$ cat config.mk
export PLATFORM = sky130hd
export DESIGN_NAME = router_input_buffer
export DESIGN_NICKNAME = d
export VERILOG_FILES = /design/src/rtl/router_input_buffer.sv
export SDC_FILE = /design/constraint.sdc
export NUM_CORES = 1
export LEC_CHECK = 0
export CORE_MARGIN = 2
export CORE_UTILIZATION = 59
export DETAILED_ROUTE_END_ITERATION = 10
export PLACE_DENSITY = 0.84
export SLEW_MARGIN = 20
export SYNTH_ARGS = -nofsm -noshare
export SYNTH_HDL_FRONTEND = slang
export SYNTH_SLANG_ARGS = --single-unit
$ cat constraint.sdc
create_clock -name clk_i -period 4.51 [get_ports clk_i]
set_input_delay 0.6765 -clock clk_i [delete_from_list [all_inputs] [get_ports clk_i]]
set_output_delay 0.6765 -clock clk_i [all_outputs]
set_load 0.02 [all_outputs]
$ cat src/rtl/router_input_buffer.sv
// -----------------------------------------------------------------------------
// router_input_buffer
//   Input-port stage of a mesh router. Single-flit packets are queued in a
//   DEPTH-entry FIFO. The head flit's destination is shown to the external
//   XY route-compute block. The select it returns is latched while the flit
//   moves into an output register. The flit then holds a one-hot request on
//   the selected output until the matching grant arrives.
//
// Ports
//   clk_i        clock, rising edge
//   rst_ni       asynchronous active-low reset
//   in_valid_i   upstream flit valid
//   in_ready_o   upstream ready (buffer not full)
//   in_dst_x_i   destination x of incoming flit
//   in_dst_y_i   destination y of incoming flit
//   in_data_i    payload of incoming flit
//   rc_dst_x_o   head-entry dst_x to route compute
//   rc_dst_y_o   head-entry dst_y to route compute
//   rc_sel_i     route-compute select: 00 self, 01 NS, 10 WE, 11 diag
//   req_o        one-hot output request (bit = latched select)
//   gnt_i        per-output grant from the switch allocator
//   out_dst_x_o  registered dst_x of the flit being sent
//   out_dst_y_o  registered dst_y of the flit being sent
//   out_data_o   registered payload of the flit being sent
// -----------------------------------------------------------------------------
module router_input_buffer #(
    parameter int unsigned DEPTH  = 4,
    parameter int unsigned DATA_W = 32,
    parameter int unsigned maxx   = 2,
    parameter int unsigned maxy   = 2
) (
    input  logic              clk_i,
    input  logic              rst_ni,
    input  logic              in_valid_i,
    output logic              in_ready_o,
    input  logic [maxx-1:0]   in_dst_x_i,
    input  logic [maxy-1:0]   in_dst_y_i,
    input  logic [DATA_W-1:0] in_data_i,
    output logic [maxx-1:0]   rc_dst_x_o,
    output logic [maxy-1:0]   rc_dst_y_o,
    input  logic [1:0]        rc_sel_i,
    output logic [3:0]        req_o,
    input  logic [3:0]        gnt_i,
    output logic [maxx-1:0]   out_dst_x_o,
    output logic [maxy-1:0]   out_dst_y_o,
    output logic [DATA_W-1:0] out_data_o
);

    localparam int unsigned PW = $clog2(DEPTH);
    localparam int unsigned CW = PW + 1;

    typedef enum logic [1:0] {
        ST_IDLE  = 2'd0,
        ST_ROUTE = 2'd1,
        ST_SEND  = 2'd2
    } state_t;

    state_t            r_state;
    state_t            w_state_nxt;

    logic [maxx-1:0]   r_mem_x [DEPTH];
    logic [maxy-1:0]   r_mem_y [DEPTH];
    logic [DATA_W-1:0] r_mem_d [DEPTH];

    logic [PW-1:0]     r_wr_ptr;
    logic [PW-1:0]     r_rd_ptr;
    logic [CW-1:0]     r_count;
    logic [1:0]        r_sel;

    logic              w_push;
    logic              w_pop;
    logic              w_ready;

    // No bypass: a flit always spends at least one cycle in the FIFO.
    assign w_ready    = (r_count != CW'(DEPTH));
    assign in_ready_o = w_ready;
    assign w_push     = in_valid_i & w_ready;
    // ROUTE is only ever entered with a non-empty FIFO, so popping there is safe.
    assign w_pop      = (r_state == ST_ROUTE);

    assign rc_dst_x_o = r_mem_x[r_rd_ptr];
    assign rc_dst_y_o = r_mem_y[r_rd_ptr];

    // Storage needs no reset; validity is tracked by r_count.
    always_ff @(posedge clk_i) begin
        if (w_push) begin
            r_mem_x[r_wr_ptr] <= in_dst_x_i;
            r_mem_y[r_wr_ptr] <= in_dst_y_i;
            r_mem_d[r_wr_ptr] <= in_data_i;
        end
    end

    // DEPTH is a power of two, so pointers wrap by natural overflow.
    always_ff @(posedge clk_i or negedge rst_ni) begin
        if (!rst_ni) begin
            r_wr_ptr <= '0;
            r_rd_ptr <= '0;
            r_count  <= '0;
        end else begin
            if (w_push) r_wr_ptr <= r_wr_ptr + PW'(1);
            if (w_pop)  r_rd_ptr <= r_rd_ptr + PW'(1);
            case ({w_push, w_pop})
                2'b10:   r_count <= r_count + CW'(1);
                2'b01:   r_count <= r_count - CW'(1);
                default: r_count <= r_count;
            endcase
        end
    end

    always_ff @(posedge clk_i or negedge rst_ni) begin
        if (!rst_ni) begin
            r_state     <= ST_IDLE;
            r_sel       <= 2'b00;
            out_dst_x_o <= '0;
            out_dst_y_o <= '0;
            out_data_o  <= '0;
        end else begin
            r_state <= w_state_nxt;
            if (r_state == ST_ROUTE) begin
                r_sel       <= rc_sel_i;
                out_dst_x_o <= r_mem_x[r_rd_ptr];
                out_dst_y_o <= r_mem_y[r_rd_ptr];
                out_data_o  <= r_mem_d[r_rd_ptr];
            end
        end
    end

    always_comb begin
        w_state_nxt = r_state;
        req_o       = '0;
        case (r_state)
            ST_IDLE: begin
                if (r_count != '0) w_state_nxt = ST_ROUTE;
            end
            ST_ROUTE: begin
                w_state_nxt = ST_SEND;
            end
            ST_SEND: begin
                req_o = 4'b0001 << r_sel;
                if (gnt_i[r_sel]) begin
                    w_state_nxt = (r_count != '0) ? ST_ROUTE : ST_IDLE;
                end
            end
            default: begin
                w_state_nxt = ST_IDLE;
            end
        endcase
    end

endmodule

==> metrics.log <==
INFO  metric grt_start_max_net_pins = 58
INFO  metric synth_async_sr_flop_share = 24.6%
INFO  metric cts-root-buf = clkbuf_16
INFO  metric vdd.ir_drop.worst = 345 uV
INFO  metric internal_power = 0.00421 W
INFO  metric required_time_of_the_critical_path = 3.83 ns
INFO  metric drv_cap = 0
INFO  metric layout-area-overhead-vs-synth = 22.3%
INFO  metric reg_to_reg_setup_timing_slack = 1.83 ns
INFO  metric post_synth_num_cell_types = 32
INFO  metric hold_buffers = 0
INFO  metric hold_violations = 0
INFO  metric post-cts-setup-buffers = 0
INFO  metric swShare = 32.2%
INFO  metric postSynthCellCount = 406
INFO  metric fin_worst_skew = 0.00696 ns
INFO  metric finalWeightedCongestion = 0.744
INFO  metric worst_slew_margin_rel = 33.8%
INFO  metric netlist_top_cells_count = 144 x edfxtp_1, 66 x mux2i_1, 54 x nand2_1
INFO  metric num_antenna_cells = 0
INFO  metric finish.utilization = 73.4%
INFO  metric detail_route.drc_violations = 0
INFO  metric grt_pass1_wl = 21.5 mm
INFO  metric min-delay-path-class = in -> async
INFO  metric leakage_power = 3.31 nW
INFO  metric period_share = 61.8%
INFO  metric synth.ff_latch_count = 191
INFO  metric final.min_clock_period = 2.79 ns
INFO  metric htreeDepth = 4
INFO  metric reg2reg_from = r_state[1]
INFO  metric grt-ovfl-total = 0
INFO  metric synth_enable_flop_cells = 144
INFO  metric place_hpwl = 7.64 mm
INFO  metric die_area = 13100 um^2
INFO  metric die_width = 114 um
INFO  metric drt-wirelength-per-cell = 21.1 um
INFO  metric drive_above_1_share = 9.84%
INFO  metric die-height = 114 um
INFO  metric critPathArrivalTime = 2.11 ns
INFO  metric coreArea = 12000 um^2
INFO  metric most_frequent_cell_after_synthesis = edfxtp_1
INFO  metric synth.net_count = 457
INFO  metric routed_wire_length = 13.8 mm
INFO  metric cts_buffers = 17
INFO  metric number_of_antenna_violations_at_the_first_check_in_global_routing = 0
INFO  metric starting_drt_drc_count = 336
INFO  metric seqPwrFrac = 43.2%
INFO  metric routed_via_density = 5.95
INFO  metric vias = 3896
INFO  metric clk_pin_slew_worst_paths = 0.07 ns
INFO  metric total_switching_power = 0.00200 W
INFO  metric area_of_the_mapped_netlist = 7170 um^2
INFO  metric final-setup-viol-count = 0
INFO  metric gr-usage-all-layers = 22.3%
INFO  metric outcome = finished clean
INFO  metric crit_start = r_rd_ptr[0]
INFO  metric fmax = 359 MHz
INFO  metric gates_resized_cts_repair = 0
INFO  metric postSynth.topFlopCell = edfxtp_1
INFO  metric synthTopCellsByArea = edfxtp_1 60%, dfrtp_1 16%, mux2i_1 9.2%, o221ai_1 3.9%, nand2_1 2.8%
INFO  metric clock_sinks = 191
INFO  metric tightest_slew = 0.993 ns
INFO  metric first_pass_iters = 5
INFO  metric powerDensity = 708 nW/um^2
INFO  metric share_of_the_synthesized_area_in_the_top_cell_type = 60.3%
INFO  metric ys.warnings.count = 0
INFO  metric ioPinCount = 90
INFO  metric tritoncts = yes
INFO  metric r2r.worst_path.cells = 5
INFO  metric yosysTopAreaCell = edfxtp_1
INFO  metric timing.critical_path.from_type = flip-flop
INFO  metric clock_power_share = 25.4%
INFO  metric reg2reg_to = out_data_o[15]
INFO  metric first_global_vias = 4013
INFO  metric ant_nets = 0
INFO  metric postSynthAreaPerCell = 17.7 um^2
INFO  metric combinationalPowerShare = 31.4%
INFO  metric port_buffers = 89
INFO  metric worst_setup_path_end_kind = primary output
INFO  metric initial_utilization = 60.0%
INFO  metric final_nets = 546
INFO  metric rsz0062_at_grt = no
INFO  metric worst-setup-path-type = reg -> out
INFO  metric post_synthesis_sequential_area_ratio = 76.7%
INFO  metric clock_latency = 0.42 ns
INFO  metric fin_tns_setup = 0 ns
INFO  metric path_max_fanout = 7
INFO  metric cts_max_path_buffers = 2
INFO  metric rows = 40
INFO  metric maxSlewViolCount = 0
placed cells by master (no fill, tap or decap), types with 3 or more instances in the layout:
| cell type | netlist | layout |
|---|---|---|
| and3_2 | 4 | 4 |
| buf_4 | 3 | 3 |
| bufinv_16 | 0 | 4 |
| clkbuf_16 | 0 | 17 |
| clkdlybuf4s50_1 | 0 | 88 |
| clkinv_4 | 0 | 3 |
| dfrtp_1 | 47 | 46 |
| edfxtp_1 | 144 | 144 |
| ha_1 | 5 | 5 |
| inv_1 | 3 | 3 |
| mux2i_1 | 66 | 66 |
| mux4_2 | 4 | 4 |
| nand2_1 | 54 | 54 |
| o221ai_1 | 32 | 32 |
| xnor2_1 | 4 | 4 |
how the worst max path moves through the flow:
stage	endpoint	cells after the start
after global routing	rc_dst_y_o[1]	2
after global placement	out_data_o[19]	5
after floorplan	r_count[1]	6
after detailed placement	out_data_o[28]	5
final	rc_dst_y_o[1]	2
after CTS	rc_dst_x_o[0]	2
final cells by class:
type	count	area, um^2
flip-flops and latches	191	5500
repair buffers	92	908
inverters	4	17.5
fillers	680	3190
well taps	147	184
clock buffers	20	447
multi-input cells	189	1530
clock inverters	12	184
worst max-delay path, cell delays in order, from the launching register on:
cell	delay, ns
dfrtp_1	0.54
mux4_2	0.59
clkdlybuf4s50_1	0.56
through the flow:
stage | setup slack [ns] | std cells | power (W) | hold WS, ns | cell area, um^2
after CTS | 1.69 | 655 | 0.00624 | 0.394 | 8780
after global placement | 2.04 | 623 | 0.00455 | 0.466 | 8150
final | 1.72 | 655 | 0.00621 | 0.370 | 8780
after detailed placement | 1.89 | 623 | 0.00465 | 0.470 | 8150
after global routing | 1.64 | 655 | 0.00648 | 0.423 | 8780
after floorplan | 2.46 | 406 | 0.00391 | 0.381 | 7170
sequential cells by signal, summed over array words and instances, names as in the netlist, 3 cells and up:
register    flops
out_data_o     32
r_mem_d       128
r_mem_x         8
r_count         3
r_mem_y         8
per-layer routing:
| layer | global-route usage (%) | vias to the layer above | share of wire (%) |
|---|---|---|---|
| met5 | 0 | - | 0 |
| met4 | 9.43 | 0 | 2.3 |
| met3 | 5.08 | 29 | 4.8 |
| met2 | 37.0 | 141 | 51 |
| met1 | 28.8 | 1989 | 41 |
| li1 | - | 1737 | - |
power by group through the flow:
stage	combinational (W)	clock [W]	sequential (W)
after floorplan	0.00114	0	0.00277
after global placement	0.00187	0	0.00268
after detailed placement	0.00194	0	0.00270
after CTS	0.00197	0.00159	0.00268
after global routing	0.00209	0.00166	0.00273
final	0.00195	0.00158	0.00268
cells by family (layout without fill, tap and decap cells):
family	after synthesis	count (layout)	synth area share [%]
adder cells (fa/ha/maj)	6	6	1.15
multiplexers	72	72	10.8
flip-flops	191	191	76.7
XOR/XNOR	5	5	0.610
AND/OR/NAND/NOR	74	74	4.78
buffers and inverters	26	128	2.06
AO/OA/AOI/OAI	32	32	3.91
No activity file was read; power rests on OpenSTA's default activity.
